$ cat src/rtl/ord_arbiter_pkg.sv
// Shared definitions for ord_arbiter: FSM state encoding and the
// per-ID outstanding-counter width helper.
package ord_arbiter_pkg;

  typedef enum logic {
    IDLE  = 1'b0,
    ISSUE = 1'b1
  } state_t;

  // Counter must hold 0..max_outs inclusive.
  function automatic int unsigned cnt_width(input int unsigned max_outs);
    return $clog2(max_outs + 1);
  endfunction

endpackage

$ cat src/rtl/ord_arbiter_if.sv
// Request / command / order / completion bundle for ord_arbiter.
// master = arbiter side, slave = requesters, target and reorder buffer.
interface ord_arbiter_if #(
  parameter int unsigned N_REQ = 4,
  parameter int unsigned ID_W  = $clog2(N_REQ),
  parameter int unsigned LEN_W = 16
);
  logic [N_REQ*LEN_W-1:0] req_len;
  logic [N_REQ-1:0]       req_vld;
  logic [N_REQ-1:0]       req_rdy;
  logic [ID_W-1:0]        cmd_id;
  logic [LEN_W-1:0]       cmd_len;
  logic                   cmd_vld;
  logic                   cmd_rdy;
  logic [ID_W-1:0]        ord_id;
  logic [LEN_W-1:0]       ord_len;
  logic                   ord_vld;
  logic                   ord_rdy;
  logic [ID_W-1:0]        cpl_id;
  logic                   cpl_vld;
  logic                   busy;
  logic                   cpl_err;

  modport master (
    input  req_len, req_vld, cmd_rdy, ord_rdy, cpl_id, cpl_vld,
    output req_rdy, cmd_id, cmd_len, cmd_vld, ord_id, ord_len, ord_vld,
           busy, cpl_err
  );

  modport slave (
    output req_len, req_vld, cmd_rdy, ord_rdy, cpl_id, cpl_vld,
    input  req_rdy, cmd_id, cmd_len, cmd_vld, ord_id, ord_len, ord_vld,
           busy, cpl_err
  );
endinterface

$ cat src/rtl/onehot_encoder.sv
// One-hot to binary index encoder (OR of the indices of all set bits).
module onehot_encoder #(
  parameter int unsigned N = 4,
  parameter int unsigned W = $clog2(N)
) (
  input  logic [N-1:0] i_onehot,
  output logic [W-1:0] o_idx
);
  logic w_bit;

  always_comb begin
    o_idx = '0;
    w_bit = 1'b0;
    for (int unsigned k = 0; k < N; k++) begin
      w_bit = |(i_onehot & (N'(1) << k));
      if (w_bit) o_idx = o_idx | W'(k);
    end
  end
endmodule

$ cat src/rtl/ord_arbiter_sel.sv
// Combinational grant selection. `ORD_ARBITER_RR_EN: round-robin from
// pointer+1 with wrap; otherwise fixed priority, lowest index wins.
module ord_arbiter_sel #(
  parameter int unsigned N_REQ = 4,
  parameter int unsigned ID_W  = $clog2(N_REQ)
) (
  input  logic [N_REQ-1:0] i_elig,
`ifdef ORD_ARBITER_RR_EN
  input  logic [ID_W-1:0]  i_ptr,
`endif
  output logic [N_REQ-1:0] o_grant
);
`ifdef ORD_ARBITER_RR_EN
  logic [31:0]          w_sh;
  logic [N_REQ-1:0]     w_rot;
  logic [N_REQ-1:0]     w_lsb;
  logic [2*N_REQ-1:0]   w_back;

  // Rotate so pointer+1 lands at bit 0, pick lowest set bit, rotate back.
  always_comb begin
    w_sh    = 32'(i_ptr) + 32'd1;
    w_rot   = N_REQ'({i_elig, i_elig} >> w_sh);
    w_lsb   = w_rot & (~w_rot + N_REQ'(1));
    w_back  = {{N_REQ{1'b0}}, w_lsb} << w_sh;
    o_grant = w_back[N_REQ-1:0] | w_back[2*N_REQ-1:N_REQ];
  end
`else
  always_comb begin
    o_grant = i_elig & (~i_elig + N_REQ'(1));
  end
`endif
endmodule

$ cat src/rtl/ord_arbiter.sv
// Ordered-issue arbiter: grants one requester, issues the command and the
// reorder-buffer entry, tracks outstanding per ID. `ORD_ARBITER_RR_EN = RR.
module ord_arbiter
  import ord_arbiter_pkg::*;
#(
  parameter int unsigned N_REQ    = 4,
  parameter int unsigned ID_W     = $clog2(N_REQ),
  parameter int unsigned LEN_W    = 16,
  parameter int unsigned MAX_OUTS = 4
) (
  input logic          clk,
  input logic          rst,
  ord_arbiter_if.master bus
);
  localparam int unsigned CNT_W = cnt_width(MAX_OUTS);

  state_t           r_state, w_next;
  logic [ID_W-1:0]  r_id;
  logic [LEN_W-1:0] r_len;
  logic             r_cmd_done, r_ord_done, r_err;
  logic [N_REQ-1:0] w_elig, w_grant, w_req_rdy, w_cpl_zero;
  logic [ID_W-1:0]  w_win;
  logic             w_accept, w_cmd_vld, w_ord_vld, w_cmd_hs, w_ord_hs;
  logic             w_cpl_oob;

  for (genvar g = 0; g < N_REQ; g++) begin : g_cnt
    logic [CNT_W-1:0] r_cnt;
    logic             w_hit, w_inc, w_dec;
    assign w_hit         = bus.cpl_vld && (bus.cpl_id == ID_W'(g));
    assign w_inc         = w_accept && w_grant[g];
    assign w_dec         = w_hit && (r_cnt != '0);
    assign w_cpl_zero[g] = w_hit && (r_cnt == '0);
    assign w_elig[g]     = bus.req_vld[g] && (r_cnt < CNT_W'(MAX_OUTS));
    always_ff @(posedge clk) begin
      if (rst)                  r_cnt <= '0;
      else if (w_inc && !w_dec) r_cnt <= r_cnt + CNT_W'(1);
      else if (w_dec && !w_inc) r_cnt <= r_cnt - CNT_W'(1);
    end
  end

  assign w_cpl_oob = bus.cpl_vld && (32'(bus.cpl_id) >= N_REQ);

`ifdef ORD_ARBITER_RR_EN
  logic [ID_W-1:0] r_ptr;
  always_ff @(posedge clk) begin
    if (rst)           r_ptr <= ID_W'(N_REQ - 1);
    else if (w_accept) r_ptr <= w_win;
  end
  ord_arbiter_sel #(.N_REQ(N_REQ), .ID_W(ID_W)) u_sel (
    .i_elig(w_elig), .i_ptr(r_ptr), .o_grant(w_grant)
  );
`else
  ord_arbiter_sel #(.N_REQ(N_REQ), .ID_W(ID_W)) u_sel (
    .i_elig(w_elig), .o_grant(w_grant)
  );
`endif

  onehot_encoder #(.N(N_REQ), .W(ID_W)) u_enc (
    .i_onehot(w_grant), .o_idx(w_win)
  );

  always_ff @(posedge clk) begin
    if (rst) r_state <= IDLE;
    else     r_state <= w_next;
  end

  // ISSUE ends once each channel has handshaken, in any cycle order.
  always_comb begin
    w_next    = r_state;
    w_accept  = 1'b0;
    w_req_rdy = '0;
    w_cmd_vld = 1'b0;
    w_ord_vld = 1'b0;
    w_cmd_hs  = 1'b0;
    w_ord_hs  = 1'b0;
    case (r_state)
      IDLE: begin
        if (!rst && (|w_elig)) begin
          w_accept  = 1'b1;
          w_req_rdy = w_grant;
          w_next    = ISSUE;
        end
      end
      ISSUE: begin
        w_cmd_vld = !r_cmd_done;
        w_ord_vld = !r_ord_done;
        w_cmd_hs  = w_cmd_vld && bus.cmd_rdy;
        w_ord_hs  = w_ord_vld && bus.ord_rdy;
        if ((r_cmd_done || w_cmd_hs) && (r_ord_done || w_ord_hs)) w_next = IDLE;
      end
      default: w_next = IDLE;
    endcase
  end

  always_ff @(posedge clk) begin
    if (rst) begin
      r_id       <= '0;
      r_len      <= '0;
      r_cmd_done <= 1'b0;
      r_ord_done <= 1'b0;
      r_err      <= 1'b0;
    end else begin
      if (w_accept) begin
        r_id       <= w_win;
        r_len      <= bus.req_len[w_win*LEN_W +: LEN_W];
        r_cmd_done <= 1'b0;
        r_ord_done <= 1'b0;
      end else begin
        if (w_cmd_hs) r_cmd_done <= 1'b1;
        if (w_ord_hs) r_ord_done <= 1'b1;
      end
      r_err <= r_err || w_cpl_oob || (|w_cpl_zero);
    end
  end

  assign bus.req_rdy = w_req_rdy;
  assign bus.cmd_vld = w_cmd_vld;
  assign bus.ord_vld = w_ord_vld;
  assign bus.cmd_id  = r_id;
  assign bus.cmd_len = r_len;
  assign bus.ord_id  = r_id;
  assign bus.ord_len = r_len;
  assign bus.busy    = (r_state == ISSUE);
  assign bus.cpl_err = r_err;
endmodule

$ cat src/flat_wrapper.sv
// flat-port wrapper written by rule: the top's interface ports become plain ports
module ord_arbiter_flat import ord_arbiter_pkg::*;
#(
  parameter int unsigned N_REQ    = 4,
  parameter int unsigned ID_W     = $clog2(N_REQ),
  parameter int unsigned LEN_W    = 16,
  parameter int unsigned MAX_OUTS = 4
)
  (clk, rst, bus_req_len, bus_req_vld, bus_cmd_rdy, bus_ord_rdy, bus_cpl_id, bus_cpl_vld, bus_req_rdy, bus_cmd_id, bus_cmd_len, bus_cmd_vld, bus_ord_id, bus_ord_len, bus_ord_vld, bus_busy, bus_cpl_err);
  ord_arbiter_if #(.N_REQ(N_REQ), .ID_W(ID_W), .LEN_W(LEN_W)) bus_i ();
  input logic clk;
  input logic rst;
  input wire logic [$bits(bus_i.req_len)-1:0] bus_req_len;
  input wire logic [$bits(bus_i.req_vld)-1:0] bus_req_vld;
  input wire logic [$bits(bus_i.cmd_rdy)-1:0] bus_cmd_rdy;
  input wire logic [$bits(bus_i.ord_rdy)-1:0] bus_ord_rdy;
  input wire logic [$bits(bus_i.cpl_id)-1:0] bus_cpl_id;
  input wire logic [$bits(bus_i.cpl_vld)-1:0] bus_cpl_vld;
  output wire logic [$bits(bus_i.req_rdy)-1:0] bus_req_rdy;
  output wire logic [$bits(bus_i.cmd_id)-1:0] bus_cmd_id;
  output wire logic [$bits(bus_i.cmd_len)-1:0] bus_cmd_len;
  output wire logic [$bits(bus_i.cmd_vld)-1:0] bus_cmd_vld;
  output wire logic [$bits(bus_i.ord_id)-1:0] bus_ord_id;
  output wire logic [$bits(bus_i.ord_len)-1:0] bus_ord_len;
  output wire logic [$bits(bus_i.ord_vld)-1:0] bus_ord_vld;
  output wire logic [$bits(bus_i.busy)-1:0] bus_busy;
  output wire logic [$bits(bus_i.cpl_err)-1:0] bus_cpl_err;
  assign bus_i.req_len = bus_req_len;
  assign bus_i.req_vld = bus_req_vld;
  assign bus_i.cmd_rdy = bus_cmd_rdy;
  assign bus_i.ord_rdy = bus_ord_rdy;
  assign bus_i.cpl_id = bus_cpl_id;
  assign bus_i.cpl_vld = bus_cpl_vld;
  assign bus_req_rdy = bus_i.req_rdy;
  assign bus_cmd_id = bus_i.cmd_id;
  assign bus_cmd_len = bus_i.cmd_len;
  assign bus_cmd_vld = bus_i.cmd_vld;
  assign bus_ord_id = bus_i.ord_id;
  assign bus_ord_len = bus_i.ord_len;
  assign bus_ord_vld = bus_i.ord_vld;
  assign bus_busy = bus_i.busy;
  assign bus_cpl_err = bus_i.cpl_err;
  ord_arbiter #(.N_REQ(N_REQ), .ID_W(ID_W), .LEN_W(LEN_W), .MAX_OUTS(MAX_OUTS)) u_core (.clk(clk), .rst(rst), .bus(bus_i));
endmodule
$ cat config.mk
export PLATFORM = sky130hd
export DESIGN_NAME = ord_arbiter_flat
export DESIGN_NICKNAME = d
export VERILOG_FILES = /design/src/rtl/ord_arbiter_pkg.sv /design/src/rtl/ord_arbiter_if.sv /design/src/rtl/onehot_encoder.sv /design/src/rtl/ord_arbiter_sel.sv /design/src/rtl/ord_arbiter.sv /design/src/flat_wrapper.sv
export SDC_FILE = /design/constraint.sdc
export NUM_CORES = 1
export LEC_CHECK = 0
export BUFFER_PORTS_ARGS = -buffer_cell sky130_fd_sc_hd__buf_4
export CELL_PAD_IN_SITES_DETAIL_PLACEMENT = 1
export CELL_PAD_IN_SITES_GLOBAL_PLACEMENT = 2
export CORE_MARGIN = 2
export CORE_UTILIZATION = 23
export CTS_CLUSTER_DIAMETER = 200
export CTS_CLUSTER_SIZE = 24
export DETAILED_ROUTE_END_ITERATION = 6
export PLACE_DENSITY = 0.87
export SLEW_MARGIN = 25
export SYNTH_ARGS = -nofsm -noshare
export SYNTH_HDL_FRONTEND = slang
export SYNTH_SLANG_ARGS = --single-unit
export TNS_END_PERCENT = 100
$ cat constraint.sdc
create_clock -name clk -period 2.4 [get_ports clk]
set_clock_uncertainty 0.05 [all_clocks]
set_input_delay 0.12 -clock clk [delete_from_list [all_inputs] [get_ports clk]]
set_output_delay 0.12 -clock clk [all_outputs]
set_load 0.01 [all_outputs]
# After elaboration in Yosys (flattened, before gate mapping)
# Cells that the tools add are included.
# W data, S select, Z words.
totals:
  output_inout_bits: 44
  register_bits: 34
  input_bits: 75
op_classes:
  n_shift: 1
  magnitude_cmp: 4
  mux: 21
  n_eq_ne: 3
  add_sub_neg: 9
  bitwise_logic: 3
  reduce_logical: 62
ops:
  columns: ["op", "count"]
  rows:
  - ["$shiftx A64 B7 Y16", 1]
  - ["$logic_and A1 B1 Y1", 32]
  - ["$mux W3", 8]
  - ["$add A3 B1 Y3 const B", 4]
  - ["$logic_not A3 Y1", 4]
  - ["$lt A3 B3 Y1 const B", 4]
  - ["$reduce_bool A3 Y1", 4]
  - ["$sub A3 B1 Y3 const B", 4]
  - ["$logic_not A1 Y1", 11]
  - ["$mux W1", 8]
  - ["$mux W4", 2]
  - ["$reduce_bool A2 Y1", 4]
  - ["$reduce_or A4 Y1", 2]
  - ["$add A4 B1 Y4 const B", 1]
  - ["$and A4 B4 Y4", 1]
  - ["$eq A2 B2 Y1 const B", 2]
  - ["$mux W2", 2]
  - ["$not A4 Y4", 1]
  - ["$logic_or A1 B1 Y1", 3]
  - ["$eq A2 B1 Y1 const B", 1]
  - ["$logic_not A2 Y1", 1]
  - ["$pmux W1 S2", 1]
  - ["$reduce_or A2 Y1", 1]
  - ["$not A1 Y1", 1]

# Depth between registers and ports, before layout
logic_depth:
  depth_word: 11
  mapped_depth: 11
  ltp_nobuf: 9

# Cells and area by module
# From an unflattened synthesis, not the netlist that was laid out.
hier_totals:
  cells_unflattened: 247
  hier_area_um2: 2407.3
modules_own_cells:
  columns: ["module", "area_each_um2", "cells_per_inst", "n_inst", "seq_area_each_um2"]
  rows:
  - ["ord_arbiter", 2358.5, 241, 1, 680.7]
  - ["ord_arbiter_sel", 36.3, 4, 1, 0.0]
  - ["onehot_encoder", 12.5, 2, 1, 0.0]

# Worst setup path after synthesis
# No wires, ideal clock.
synth_path:
  kind: "register to register"
  from: "register u_core.r_state (netlist: u_core.bus.busy)"
  to: "register u_core.g_cnt[0].r_cnt[2]"
  setup_slack_ns: -0.015
  t_arrival_ns: 2.295
  path_buffers: 2
  path_stages_with_launch: 12
  period_less_slack_ns: 2.415
  cell_sequence: "dfxtp_1 > buf_2 > nor2_4 > nand2_1 > buf_6 > inv_2 > ha_1 > inv_1 > fa_1 > xor2_1 > or3_1 > a21oi_1"
synth_between:
  elab_chain_len: 5
  word_cells_on_any_way: 7
  cone_classes: "2 x mux; 5 x reduce/logical"
synth_lines:
  columns: ["element", "line", "rtl"]
  rows:
  - ["start, declared", "ord_arbiter.sv:17", "state_t r_state, w_next;"]
  - ["start signal, assigned", "ord_arbiter.sv:64", "else r_state <= w_next;"]
  - ["$mux W1 *", "ord_arbiter.sv:76", "case (r_state)"]
  - ["$logic_and A1 B1 Y1 *", "ord_arbiter.sv:30", "assign w_inc = w_accept && w_grant[g];"]
  - ["$logic_not A1 Y1", "ord_arbiter.sv:37", "else if (w_dec && !w_inc) r_cnt <= r_cnt - CNT_W'(1);"]
  - ["$logic_and A1 B1 Y1", "ord_arbiter.sv:37", null]
  - ["$reduce_bool A2 Y1 (no line)", null, null]
  - ["end signal, assigned", "ord_arbiter.sv:36", "else if (w_inc && !w_dec) r_cnt <= r_cnt + CNT_W'(1);"]
  - ["end signal, assigned", "ord_arbiter.sv:37", null]
  - ["end, declared", "ord_arbiter.sv:27", "logic [CNT_W-1:0] r_cnt;"]
# Every way passes the cells marked *; elsewhere a longest branch is shown, timed or not.
# A chain may end at the register's enable or synchronous reset.

# Worst setup path after layout
layout_path:
  from: "register u_core.g_cnt[3].r_cnt[0]"
  to: "register u_core.g_cnt[3].r_cnt[2]"
layout_between:
  elab_chain_len: 10
  word_cells_on_any_way: 21
  cone_classes: "3 x add/sub; 1 x order compare; 4 x mux; 2 x bitwise; 11 x reduce/logical"
layout_lines:
  columns: ["element", "line"]
  rows:
  - ["start, declared", "ord_arbiter.sv:27"]
  - ["start signal, assigned", "ord_arbiter.sv:36"]
  - ["start signal, assigned", "ord_arbiter.sv:37"]
  - ["branches (longest 10 deep; another with $add A4 B1 Y4)", null]
# Parallel ways; which one is timed is not known. The select of a mux whose other input is x is not followed.

==> impl_metrics.xml <==
<?xml version="1.0" encoding="UTF-8"?>
<metrics>
  <group name="clocking">
    <metric name="cts-root-to-sink-buffers" unit="">2</metric>
    <metric name="cts_setup_buffers" unit="">0</metric>
    <metric name="insertion_delay" unit="ns">0.29</metric>
    <metric name="cts-root-buf" unit="">clkbuf_8</metric>
    <metric name="cts_tree" unit="">done</metric>
    <metric name="cts_max_level" unit="">2</metric>
    <metric name="post_cts_hold_buffer_count" unit="">0</metric>
    <metric name="cts_sinks" unit="">34</metric>
    <metric name="tritoncts.num_buffers" unit="">5</metric>
    <metric name="clkTransAtPathRegs" unit="ns">0.07</metric>
  </group>
  <group name="placed_design">
    <metric name="finalWeightedCongestion" unit="">0.762</metric>
    <metric name="worst_setup_timing_slack_at_the_placement_stage" unit="ns">0.0394</metric>
    <metric name="placed_cell_area" unit="sq um">3170</metric>
    <metric name="place_inst" unit="">478</metric>
    <metric name="detailed_place_hpwl" unit="um">6000</metric>
    <metric name="port_buffers" unit="">118</metric>
  </group>
  <group name="critical_path">
    <metric name="critical_path_peak_fanout" unit="">3</metric>
    <metric name="max_stage_delay_cell_worst_path" unit="">fa_1</metric>
    <metric name="crit_top_cell" unit="">or3_1</metric>
    <metric name="critical_path_required" unit="ns">2.58</metric>
    <metric name="r2r.worst_path.cells" unit="">8</metric>
    <metric name="r2r_end" unit="">u_core.g_cnt[3].r_cnt[2]$_SDFFE_PP0P_</metric>
    <metric name="worst-endpoint-arrival" unit="ns">2.46</metric>
    <metric name="cp_cell_sequence" unit="">or3_1, nand4_1, ha_1, inv_1, fa_1, xor2_1, or3_1, a21oi_1</metric>
    <metric name="crit_type" unit="">register to register</metric>
    <metric name="setup.worst_path.end" unit="">u_core.g_cnt[3].r_cnt[2]$_SDFFE_PP0P_</metric>
    <metric name="worst_setup_sp_type" unit="">register</metric>
    <metric name="rr_startpoint" unit="">u_core.g_cnt[3].r_cnt[0]$_SDFFE_PP0P_</metric>
    <metric name="crit_path_max_cell_delay" unit="ns">0.43</metric>
    <metric name="worst_setup_path_startpoint" unit="">u_core.g_cnt[3].r_cnt[0]$_SDFFE_PP0P_</metric>
    <metric name="worstSetupEndpointType" unit="">register</metric>
    <metric name="r2r_setup_slack" unit="ns">0.11</metric>
  </group>
  <group name="final_layout">
    <metric name="nNetsFinal" unit="">435</metric>
    <metric name="areaGrowthSynthToFinish" unit="%">45.0</metric>
    <metric name="layout-drive-gt1-share" unit="%">51.0</metric>
    <metric name="diodes" unit="">0</metric>
    <metric name="finish.instance_area" unit="sq um">3290</metric>
    <metric name="stdcell_count" unit="">486</metric>
  </group>
  <group name="power">
    <metric name="comb_power_share" unit="%">40.8</metric>
    <metric name="cellLeakagePower" unit="nW">1.44</metric>
    <metric name="power.internal" unit="W">0.00128</metric>
    <metric name="max-vdd-ir-drop" unit="uV">228</metric>
    <metric name="p_switching" unit="W">0.000720</metric>
    <metric name="netSwitchingFraction" unit="%">36.0</metric>
    <metric name="seq_power_share" unit="%">36.4</metric>
    <metric name="powerDensity" unit="nW/um^2">608</metric>
    <metric name="clockPowerShare" unit="%">22.8</metric>
  </group>
  <group name="yosys">
    <metric name="syn_area" unit="sq um">2270</metric>
    <metric name="synth_enable_flop_cells" unit="">0</metric>
    <metric name="ys.warnings.count" unit="">0</metric>
    <metric name="ys_async_sr_fraction" unit="%">0</metric>
    <metric name="synth_register_bits" unit="">34</metric>
    <metric name="synth.distinct_cells" unit="">46</metric>
    <metric name="syn-num-nets" unit="">332</metric>
    <metric name="yosysSeqAreaShare" unit="%">30.0</metric>
    <metric name="syn_area_per_cell" unit="sq um">9.13</metric>
    <metric name="postSynthCellCount" unit="">249</metric>
    <metric name="postSynth.topFlopCell" unit="">dfxtp_1</metric>
  </group>
  <group name="grt">
    <metric name="grt_overflow_total" unit="">0</metric>
    <metric name="wire_length_of_the_first_global_routing_pass" unit="um">12000</metric>
    <metric name="antenna_violations_before_repair" unit="">0</metric>
    <metric name="grt_pass1_vias" unit="">2364</metric>
    <metric name="grt_max_degree" unit="">19</metric>
    <metric name="global_route.usage.total" unit="%">14.7</metric>
  </group>
  <group name="floorplanning">
    <metric name="core" unit="sq um">9680</metric>
    <metric name="die-area" unit="sq um">10700</metric>
    <metric name="die_height" unit="um">103</metric>
    <metric name="start_util" unit="%">23.5</metric>
    <metric name="num_io_pins" unit="">119</metric>
    <metric name="rows" unit="">36</metric>
    <metric name="dieWidth" unit="um">103</metric>
  </group>
  <group name="timing">
    <metric name="hold_viol" unit="">0</metric>
    <metric name="post-route-worst-setup-slack" unit="ns">0.112</metric>
    <metric name="finalSetupViolCount" unit="">0</metric>
    <metric name="finalWorstPathRequiredPeriod" unit="ns">2.29</metric>
    <metric name="worst-slew-pin-transition" unit="ns">0.787</metric>
    <metric name="grt_setup_unrepaired" unit="">true</metric>
    <metric name="period_share" unit="%">95.3</metric>
    <metric name="worst_slew_margin_rel" unit="%">47.5</metric>
    <metric name="max_freq" unit="GHz">0.437</metric>
    <metric name="whs" unit="ns">0.0207</metric>
    <metric name="totalNegativeSetupSlack" unit="ns">0</metric>
    <metric name="timing.final.max_slew_violations" unit="">0</metric>
  </group>
  <group name="routing">
    <metric name="routed_via_density" unit="">4.61</metric>
    <metric name="drt_first_iter_violations" unit="">41</metric>
    <metric name="drt_wl_total" unit="um">7970</metric>
    <metric name="dr.pass1.iters" unit="">4</metric>
    <metric name="wl_per_cell" unit="um">16.4</metric>
    <metric name="detailroute.via_count" unit="">2242</metric>
    <metric name="ant_nets" unit="">0</metric>
    <metric name="detail_route.drc_violations" unit="">0</metric>
  </group>
  <group name="hold_path">
    <metric name="holdCritPathClass" unit="">input pin to register</metric>
  </group>
  <group name="flow_run">
    <metric name="drv.max_cap_violation_count" unit="">0</metric>
  </group>
  <group name="outcome">
    <metric name="status" unit="">finished, final reports clean</metric>
  </group>
</metrics>
power by group through the flow:
stage / Clock, W / Sequential, W / Combinational [W]
2_1_floorplan: 0 / 0.000745 / 0.000482
3_3_place_gp: 0 / 0.000735 / 0.000797
3_5_place_dp: 0 / 0.000742 / 0.000821
4_1_cts: 0.000477 / 0.000729 / 0.000827
5_1_grt: 0.000503 / 0.000743 / 0.000904
6_report: 0.000457 / 0.000730 / 0.000817
how the worst min path moves through the flow:
stage | startpoint | endpoint | slack [ns] | depth (start not counted)
6_report | bus_cmd_rdy | u_core.r_cmd_done$_SDFFE_PP0P_ | 0.02 | 3
5_1_grt | bus_cmd_rdy | u_core.r_cmd_done$_SDFFE_PP0P_ | 0.03 | 3
4_1_cts | bus_cmd_rdy | u_core.r_cmd_done$_SDFFE_PP0P_ | 0.01 | 3
3_5_place_dp | bus_cmd_rdy | u_core.r_cmd_done$_SDFFE_PP0P_ | 0.32 | 3
3_3_place_gp | bus_cmd_rdy | u_core.r_cmd_done$_SDFFE_PP0P_ | 0.32 | 3
2_1_floorplan | bus_cmd_rdy | u_core.r_cmd_done$_SDFFE_PP0P_ | 0.21 | 2
critical path, delay by kind of cell (launching register included):
kind                     cells  cell delay (ns)
AO/OA/AOI/OAI                1             0.15
flip-flops                   1             0.35
buffers and inverters        1             0.07
AND/OR/NAND/NOR              3             0.84
XOR/XNOR                     1             0.17
adder cells (fa/ha/maj)      2             0.61
synthesized netlist by cell type, types with 4 or more instances:
master     n  area share (%)
dfxtp_1   34              30
nor2_1    33             5.5
buf_4     21             6.9
a21oi_1   16             3.5
nand3_1   16             3.5
o221ai_1  15             5.8
a211oi_2  10             5.5
a21oi_2   10             3.9
xor2_1     8             3.1
or3_1      7             1.9
a211oi_1   5             1.7
buf_2      5             1.1
nor3_1     5             1.1
fa_1       4             3.5
ha_1       4             2.2
inv_1      4            0.66
inv_2      4            0.66
mux2i_1    4             1.8
nand2_1    4            0.66
o21ai_0    4            0.88
sequential cells by signal, indices dropped and copies added, names as in the netlist:
signal,flops
u_core.bus.cmd_len,16
u_core.bus.cmd_id,2
u_core.bus.busy,1
u_core.r_ord_done,1
u_core.g_cnt.r_cnt,12
u_core.bus.cpl_err,1
u_core.r_cmd_done,1
cells in the final DEF, fill, tap and decap left out, drive strengths merged, types with 2 or more instances in the layout:
| cell | instances |
|---|---|
| a211oi | 15 |
| a21oi | 26 |
| buf | 126 |
| clkbuf | 6 |
| clkinv | 2 |
| dfxtp | 34 |
| fa | 4 |
| ha | 4 |
| inv | 8 |
| mux2i | 4 |
| nand2 | 4 |
| nand2b | 5 |
| nand3 | 17 |
| nor2 | 34 |
| nor2b | 6 |
| nor3 | 5 |
| o21ai | 5 |
| o221ai | 15 |
| o22ai | 3 |
| or3 | 7 |
| or4b | 2 |
| xor2 | 8 |
through the flow:
step                      power (W)  utilization [%]
after floorplan             0.00123                -
after global placement      0.00153             32.8
after detailed placement    0.00156             32.8
after CTS                   0.00203             33.8
after global routing        0.00215             34.0
final                       0.00200             34.0
cell type report:
class / instances / area (sq um)
Fill cell: 1156 / 6390
Multi-Input combinational cell: 176 / 1370
Timing Repair Buffer: 126 / 946
Sequential cell: 34 / 686
Tap cell: 133 / 166
Clock buffer: 6 / 82.6
Inverter: 9 / 33.8
Clock inverter: 2 / 12.5
kinds of logic (layout without fill, tap and decap cells):
logic type	Yosys count	in the layout	synth area share (%)
compound gates	72	72	27.9
xor+xnor	8	8	3.08
fa+ha+maj	8	8	5.73
buf+inv	39	143	10.8
flops	34	34	30.0
mux	4	4	1.76
simple gates	84	84	20.8
what timing repair did:
action,in CTS,in global routing
gates resized for setup,0,9
endpoints found under the setup margin,0,4
endpoints found under the hold margin,0,0
per-layer routing:
metal,vias to the layer above,part of all wire (%),track usage [%]
met3,5,7.4,2.82
li1,1100,-,-
met1,1061,40,17.5
met5,-,0,0
met4,0,0.78,2.73
met2,76,52,27.6
Note: power is estimated with default switching activity, not from simulation.
